`config.mk`:
```
export PLATFORM = sky130hd
export DESIGN_NAME = ram_dma_flat
export DESIGN_NICKNAME = d
export VERILOG_FILES = /design/src/rtl/ram_dma_pkg.sv /design/src/rtl/ram_dma_if.sv /design/src/rtl/ram_dma.sv /design/src/flat_wrapper.sv
export SDC_FILE = /design/constraint.sdc
export NUM_CORES = 1
export LEC_CHECK = 0
export CAP_MARGIN = 10
export CORE_UTILIZATION = 28
export DETAILED_ROUTE_END_ITERATION = 10
export PLACE_DENSITY_LB_ADDON = 0.08
export SYNTH_ARGS = -nofsm -noshare
export SYNTH_HDL_FRONTEND = slang
export SYNTH_SLANG_ARGS = --single-unit
```
`constraint.sdc`:
```
create_clock -name CLK -period 3.6 [get_ports CLK]
set_input_delay 0.72 -clock CLK [delete_from_list [all_inputs] [get_ports CLK]]
set_output_delay 0.72 -clock CLK [all_outputs]
set_load 0.005 [all_outputs]
```
`src/rtl/ram_dma_pkg.sv`:
```
// ram_dma_pkg: state encoding and transfer-mode constants for the DMA engine
package ram_dma_pkg;
  typedef enum logic [1:0] {IDLE, READ, WRITE, DONE} dma_state_t;
  localparam logic MODE_COPY = 1'b0;
  localparam logic MODE_FILL = 1'b1;
endpackage

```
`src/rtl/ram_dma_if.sv`:
```
// ram_dma_if: request/status handshake plus the RAM port driven by the engine
interface ram_dma_if #(parameter int ADDR_W = 8);
  logic              Start, Mode, Abort, Busy, Done, Err, MemWrite;
  logic [ADDR_W-1:0] SrcAddr, DstAddr;
  logic [ADDR_W:0]   Length, WordsDone;
  logic [31:0]       FillValue, Address, WD, RD;
  modport master (
    input  Start, Mode, SrcAddr, DstAddr, Length, FillValue, Abort, RD,
    output Busy, Done, Err, WordsDone, MemWrite, Address, WD
  );
  modport slave (
    output Start, Mode, SrcAddr, DstAddr, Length, FillValue, Abort, RD,
    input  Busy, Done, Err, WordsDone, MemWrite, Address, WD
  );
endinterface

```
`src/rtl/ram_dma.sv`:
```
// ram_dma: block copy/fill engine driving a single-port RAM with one-cycle read latency
module ram_dma import ram_dma_pkg::*; #(
  parameter int ADDR_W = 8,
  parameter int DEPTH  = 256
) (
  input logic       CLK,
  input logic       RST_N,
  ram_dma_if.master bus
);
  localparam logic [ADDR_W+1:0] LIM = (ADDR_W+2)'(DEPTH);
  dma_state_t        state_q, state_d;
  logic [ADDR_W-1:0] src_q, src_d, dst_q, dst_d;
  logic [ADDR_W:0]   len_q, len_d, cnt_q, cnt_d;
  logic              mode_q, mode_d, err_q, err_d;
  logic [31:0]       fill_q, fill_d;
  logic [ADDR_W+1:0] src_end, dst_end;
  logic              range_bad, last;
  // Extra two bits keep the end-of-range sums from overflowing
  assign src_end   = {2'b0, bus.SrcAddr} + {1'b0, bus.Length};
  assign dst_end   = {2'b0, bus.DstAddr} + {1'b0, bus.Length};
  assign range_bad = dst_end > LIM || (bus.Mode == MODE_COPY && src_end > LIM);
  assign last      = cnt_q + 1'b1 == len_q;
  always_comb begin
    state_d = state_q;
    src_d   = src_q;
    dst_d   = dst_q;
    len_d   = len_q;
    cnt_d   = cnt_q;
    mode_d  = mode_q;
    fill_d  = fill_q;
    err_d   = err_q;
    case (state_q)
      IDLE: if (bus.Start) begin
        src_d   = bus.SrcAddr;
        dst_d   = bus.DstAddr;
        len_d   = bus.Length;
        mode_d  = bus.Mode;
        fill_d  = bus.FillValue;
        cnt_d   = '0;
        err_d   = range_bad;
        state_d = (range_bad || bus.Length == '0) ? DONE :
                  (bus.Mode == MODE_FILL) ? WRITE : READ;
      end
      READ: state_d = bus.Abort ? DONE : WRITE;
      WRITE: begin
        cnt_d   = cnt_q + 1'b1;
        src_d   = src_q + 1'b1;
        dst_d   = dst_q + 1'b1;
        state_d = (bus.Abort || last) ? DONE : (mode_q == MODE_FILL) ? WRITE : READ;
      end
      default: state_d = IDLE;
    endcase
  end
  always_ff @(posedge CLK or negedge RST_N)
    if (!RST_N) begin
      state_q <= IDLE;
      src_q   <= '0;
      dst_q   <= '0;
      len_q   <= '0;
      cnt_q   <= '0;
      mode_q  <= MODE_COPY;
      fill_q  <= '0;
      err_q   <= 1'b0;
    end else begin
      state_q <= state_d;
      src_q   <= src_d;
      dst_q   <= dst_d;
      len_q   <= len_d;
      cnt_q   <= cnt_d;
      mode_q  <= mode_d;
      fill_q  <= fill_d;
      err_q   <= err_d;
    end
  // Outputs decode only registered state, so reset clears them immediately
  assign bus.Busy      = state_q == READ || state_q == WRITE;
  assign bus.Done      = state_q == DONE;
  assign bus.Err       = err_q;
  assign bus.WordsDone = cnt_q;
  assign bus.MemWrite  = state_q == WRITE;
  assign bus.Address   = state_q == READ ? 32'(src_q) : state_q == WRITE ? 32'(dst_q) : 32'd0;
  assign bus.WD        = state_q != WRITE ? 32'd0 : mode_q == MODE_FILL ? fill_q : bus.RD;
endmodule

```
`src/flat_wrapper.sv`:
```
// flat-port wrapper written by rule: the top's interface ports become plain ports
module ram_dma_flat import ram_dma_pkg::*;
#(
  parameter int ADDR_W = 8,
  parameter int DEPTH  = 256
)
  (CLK, RST_N, bus_Start, bus_Mode, bus_SrcAddr, bus_DstAddr, bus_Length, bus_FillValue, bus_Abort, bus_RD, bus_Busy, bus_Done, bus_Err, bus_WordsDone, bus_MemWrite, bus_Address, bus_WD);
  ram_dma_if #(.ADDR_W(ADDR_W)) bus_i ();
  input logic CLK;
  input logic RST_N;
  input wire logic [$bits(bus_i.Start)-1:0] bus_Start;
  input wire logic [$bits(bus_i.Mode)-1:0] bus_Mode;
  input wire logic [$bits(bus_i.SrcAddr)-1:0] bus_SrcAddr;
  input wire logic [$bits(bus_i.DstAddr)-1:0] bus_DstAddr;
  input wire logic [$bits(bus_i.Length)-1:0] bus_Length;
  input wire logic [$bits(bus_i.FillValue)-1:0] bus_FillValue;
  input wire logic [$bits(bus_i.Abort)-1:0] bus_Abort;
  input wire logic [$bits(bus_i.RD)-1:0] bus_RD;
  output wire logic [$bits(bus_i.Busy)-1:0] bus_Busy;
  output wire logic [$bits(bus_i.Done)-1:0] bus_Done;
  output wire logic [$bits(bus_i.Err)-1:0] bus_Err;
  output wire logic [$bits(bus_i.WordsDone)-1:0] bus_WordsDone;
  output wire logic [$bits(bus_i.MemWrite)-1:0] bus_MemWrite;
  output wire logic [$bits(bus_i.Address)-1:0] bus_Address;
  output wire logic [$bits(bus_i.WD)-1:0] bus_WD;
  assign bus_i.Start = bus_Start;
  assign bus_i.Mode = bus_Mode;
  assign bus_i.SrcAddr = bus_SrcAddr;
  assign bus_i.DstAddr = bus_DstAddr;
  assign bus_i.Length = bus_Length;
  assign bus_i.FillValue = bus_FillValue;
  assign bus_i.Abort = bus_Abort;
  assign bus_i.RD = bus_RD;
  assign bus_Busy = bus_i.Busy;
  assign bus_Done = bus_i.Done;
  assign bus_Err = bus_i.Err;
  assign bus_WordsDone = bus_i.WordsDone;
  assign bus_MemWrite = bus_i.MemWrite;
  assign bus_Address = bus_i.Address;
  assign bus_WD = bus_i.WD;
  ram_dma #(.ADDR_W(ADDR_W), .DEPTH(DEPTH)) u_core (.CLK(CLK), .RST_N(RST_N), .bus(bus_i));
endmodule
```
After elaboration in Yosys (flattened, before gate mapping)
Cells that the tools add are included.

storage, ports and cells
  flip-flop bits (word level) = 70
  input port bits = 94

cells by class
  $add $sub $neg = 5
  $lt $le $gt $ge = 2
  equal/unequal tests = 6
  mux-type cells = 17
  bitwise logic cells = 1
  reduce and logical (&&, ||, !) cells = 10

operators with widths
  operator                                                                count
  32-bit two-way mux                                                      3
  8-bit one-hot mux with 2 select lines                                   2
  8-bit two-way mux                                                       3
  8-bit by 9-bit adder with 10-bit output                                 2
  10-bit by 9-bit > comparator with 1-bit output (second input constant)  2
  9-bit one-hot mux with 2 select lines                                   1
  8-bit by 1-bit adder with 8-bit output (second input constant)          2
  2-bit two-way mux                                                       5
  9-bit by 1-bit adder with 9-bit output (second input constant)          1
  9-bit equality test                                                     1
  9-bit logical NOT                                                       1
  9-bit two-way mux                                                       1
  2-bit one-hot mux with 3 select lines                                   1
  2-bit equality test (second input constant)                             2
  1-bit logical OR                                                        4
  2-bit != test (second input constant)                                   2
  2-bit AND reduction                                                     2
  2-bit by 1-bit equality test with 1-bit output (second input constant)  1
  2-bit logical NOT                                                       1
  2-bit nonzero test                                                      1
  1-bit logical AND                                                       1
  1-bit two-way mux                                                       1
  1-bit inverter                                                          1

Depth between registers and ports, before layout
  depth after elaboration = 8
  depth in mapped cells = 11

Worst setup path before layout
Ideal clock, no wire load.

  path kind = input -> register
  start point = in bus_Length[0]
  end point = reg u_core.err_q (netlist: u_core.bus.Err)
  arrival time = 2.816 ns
  setup slack = 0.660 ns
  cell stages on the path = 11
  path buffers = 0
  cell sequence = ha_1 > inv_1 > fa_1 > nand2b_1 > a21oi_1 > a41o_2 > nor4_1 > o32a_1 > a2bb2oi_2 > o21bai_1 > mux2_2

between the ends
  longest elaborated chain between the ends = 4
  elaborated cells between the ends (all ways) = 6
  classes of those cells = 2 x add/sub; 2 x order compare; 2 x reduce/logical

RTL lines
  item                                            line                RTL
  start, declared                                 flat_wrapper.sv:15  input wire logic [$bits(bus_i.Length)-1:0] bus_Length;
  8-bit by 9-bit adder with 10-bit output         ram_dma.sv:19       assign src_end = {2'b0, bus.SrcAddr} + {1'b0, bus.Length};
  10-bit by 9-bit > comparator with 1-bit output  ram_dma.sv:21       assign range_bad = dst_end > LIM || (bus.Mode == MODE_COPY && src_end > LIM);
  1-bit logical AND                               ram_dma.sv:21
  1-bit logical OR (*)                            ram_dma.sv:21
  end signal, assigned                            ram_dma.sv:72       err_q <= err_d;
  end, declared                                   ram_dma.sv:14       logic mode_q, mode_d, err_q, err_d;

Every way passes the cells marked *; elsewhere a longest branch is shown, timed or not.
A chain may end at the register's enable or synchronous reset.

Final worst setup path
  start point = in bus_DstAddr[0]
  end point = reg u_core.err_q (netlist: u_core.bus.Err)

between the ends
  longest elaborated chain between the ends = 3

RTL lines
  item                                            line                RTL
  start, declared                                 flat_wrapper.sv:14  input wire logic [$bits(bus_i.DstAddr)-1:0] bus_DstAddr;
  8-bit by 9-bit adder with 10-bit output         ram_dma.sv:20       assign dst_end = {2'b0, bus.DstAddr} + {1'b0, bus.Length};
  10-bit by 9-bit > comparator with 1-bit output  ram_dma.sv:21
  1-bit logical OR                                ram_dma.sv:21

No other way between the ends.

==> flow_metrics.py <==
metrics = {
    "die": {
        "pin_count": 171,
        "start_util_pct": 29.0,
        "dieWidth_um": 136,
        "die_y_um": 136,
        "die_area_um2": 18500,
        "core_area_um2": 17400,
        "floorplan.rows": 48,
    },
    "routing": {
        "drt-vias-per-instance": 4.88,
        "routed_wl_um": 15700,
        "avgRoutedWirePerCell_um": 17.0,
        "drc": 0,
        "top_layer": "met4",
        "first_pass_iters": 4,
        "via_count": 4503,
        "wl_met1_um": 7150,
        "drtIter0Drc": 152,
        "routed-wl-met2_um": 7150,
        "wl_met3_um": 1110,
        "drtAntennaViolNets": 0,
    },
    "clocking": {
        "postCtsSetupBuffers": 0,
        "numCtsBuffers": 9,
        "clockBufferDepth": 2,
        "cts-root-buf": "clkbuf_16",
        "cts_tree": "built",
        "clk_pin_slew_ps": 60,
        "insertion_delay_ps": 340,
        "ctsResizeCount": 0,
        "clock_sinks": 70,
        "hold_buffers": 0,
        "htree_levels": 3,
    },
    "global_routing": {
        "grt_antenna_before_repair": 0,
        "grtUsageTotal_pct": 17.6,
        "grt_max_degree": 40,
        "grt_pass1_vias": 4478,
        "grt_pass1_wl_um": 24700,
        "grt_remaining_overflow": 0,
    },
    "power": {
        "cellLeakagePower_uw": 0.00291,
        "power_density_nw_per_um2": 722,
        "fin_total_pwr_uw": 5060,
        "vdd_drop_max_v": 0.000297,
    },
    "layout": {
        "antennaDiodeCount": 0,
        "finish.utilization_pct": 40.3,
        "drive_gt1_share_pct": 12.1,
        "n_fill_cell": 1721,
        "area_growth_syn_to_layout_pct": 39.1,
        "nNetsFinal": 811,
    },
    "yosys": {
        "yosys-top-cells-count": "70 x dfrtp_1, 48 x nor2_1, 41 x mux2_2",
        "synthSimpleGateAreaFrac_pct": 14.1,
        "synth_edf_count": 0,
        "yosysWarnings": 0,
        "synth_cell_types": 56,
        "netlist_instances": 548,
        "synthXorXnorAreaFrac_pct": 3.47,
        "ys.flop_type": "dfrtp_1",
        "synth-async-reset-ratio_pct": 100,
        "muxShareOfSynthArea_pct": 16.5,
        "synth-seq-area-share_pct": 34.7,
        "synth-seq-cells": 70,
        "synthAdderAreaFrac_pct": 6.50,
        "synth_top_family_by_area": "compound AO/OA/AOI/OAI gates",
        "yosysMostFrequentCell": "dfrtp_1",
        "synth_compound_area_share_pct": 17.4,
        "avgSynthCellArea_um2": 9.20,
        "synth_area_leaders": "dfrtp_1 35%, mux2_2 9.2%, mux2i_1 7.3%",
        "synth_area_um2": 5040,
        "synth_top_area_cell": "dfrtp_1",
        "synth_top_area_share_pct": 34.7,
    },
    "critical_path": {
        "reg2reg_from": "u_core.bus.WordsDone[0]",
        "cpMaxStageDelayCell": "clkdlybuf4s50_1",
        "r2r_slack_ps": 1110,
        "cp_data_required_time_ps": 3820,
        "startpoint_type": "input port",
        "path_class": "input port to register",
        "path_cells": "clkdlybuf4s50_1 > ha_1 > inv_1 > fa_1 > nand2b_1 > a21oi_1 > a41o_2 > nor4_1 > o32a_1 > a2bb2oi_2 > o21bai_1 > mux2_2",
        "endpoint_kind": "register",
        "rr_worst_depth": 8,
        "critical_path_arrival_ps": 3510,
        "critPathBufInv": 2,
        "r2r_end": "u_core.state_q[1]",
        "max_stage_delay_ps": 500,
        "cp_max_fo": 3,
        "crit_family": "compound AO/OA/AOI/OAI gates",
    },
    "sta": {
        "relSlewSlack_pct": 32.1,
        "fmax_mhz": 304,
        "finalSetupViolCount": 0,
        "finalMaxSlewViolations": 0,
        "hold_viol_final": 0,
        "finClkSkew_ps": 5.31,
        "fin_crit_sh_pct": 91.4,
        "rsz0062_at_grt": "false",
        "tightest_slew_ps": 1020,
        "fin_crit_ps": 3290,
        "whs_ps": 484,
    },
    "place": {
        "dp_hpwl_um": 11900,
        "gp_congestion": 0.900,
        "io_buffers": 146,
    },
    "flow_run": {
        "drv_cap": 0,
    },
    "outcome": {
        "status": "completed",
    },
    "min_path": {
        "worstHoldPathType": "input port to async pin",
    },
}
==> power by group <==
| part | switching (uW) | internal [uW] | leakage [uW] |
|---|---|---|---|
| registers | 442 | 1160 | 0.000827 |
| clock network | 339 | 595 | 0.000153 |
| logic | 1130 | 1400 | 0.00193 |
| total | 1910 | 3150 | 0.00291 |
==> registers in the layout, indices dropped and copies added (netlist names) <==
register              flops
u_core.bus.WordsDone      9
u_core.src_q              8
u_core.fill_q            32
u_core.state_q            2
u_core.mode_q             1
u_core.dst_q              8
u_core.len_q              9
u_core.bus.Err            1
==> final cells by class <==
cell class	instances	area (um2)	area share (%)
timing repair buffer	165	1600	22.8
tap	225	282	4.01
clock buffer	14	274	3.91
inverter	13	48.8	0.696
clock inverter	2	38.8	0.553
multi-input combinational	433	3020	43.0
sequential	70	1750	25.0
==> metal layers <==
| metal | global-route usage (%) | vias up |
|---|---|---|
| met3 | 4.96 | 16 |
| met1 | 22.5 | 2111 |
| met4 | 6.23 | 0 |
| met5 | 0 | - |
| li1 | - | 2231 |
| met2 | 28.1 | 145 |
==> per-stage QoR <==
stage / worst slack (ps) / instances / area [um2] / TNS (ps)
finish: 310 / 922 / 7010 / 0
global route: 163 / 922 / 7010 / 0
CTS: 331 / 922 / 7010 / 0
detailed placement: -22.2 / 906 / 6700 / -33.0
global placement: 34.3 / 906 / 6700 / 0
floorplan: 660 / 571 / 5130 / 0
==> worst max path at each step <==
stage | from | endpoint | slack [ps] | cells after the start
floorplan | bus_Length[0] | u_core.bus.Err | 660 | 11
global placement | bus_Length[0] | u_core.bus.Err | 30 | 12
detailed placement | bus_DstAddr[0] | u_core.bus.Err | -20 | 12
CTS | bus_DstAddr[0] | u_core.bus.Err | 330 | 12
global route | bus_DstAddr[0] | u_core.bus.Err | 160 | 12
finish | bus_DstAddr[0] | u_core.bus.Err | 310 | 12
==> kinds of logic after synthesis <==
kind of cell	count (synthesis)
simple gates	149
compound gates	137
mux	78
flops	70
buf+inv	68
fa+ha+maj	25
xor+xnor	20
other cells	1
==> layout by cell type (no fill, tap or decap), types with 2 or more instances in the layout <==
master,instances
clkdlybuf4s50_1,145
dfrtp_1,69
nor2_1,48
mux2_2,41
o21ai_0,37
mux2i_1,37
nand2_1,36
a21oi_1,31
conb_1,24
ha_1,23
o22ai_1,19
buf_4,19
nand3_1,18
inv_1,13
and3_1,13
o22a_1,12
xnor2_1,10
xor2_1,10
clkbuf_16,9
nor4_1,7
nor3_1,7
o21a_1,5
a31oi_1,5
nand2b_1,4
nor2b_1,3
o31ai_1,3
a21o_1,3
o21bai_1,3
clkbuf_8,3
o31a_1,2
nand4_1,2
nor4b_1,2
a221oi_1,2
and4_4,2
o2111ai_1,2
or3_1,2
fa_1,2
clkbuf_1,2
Power figures use the tool's default switching activity.
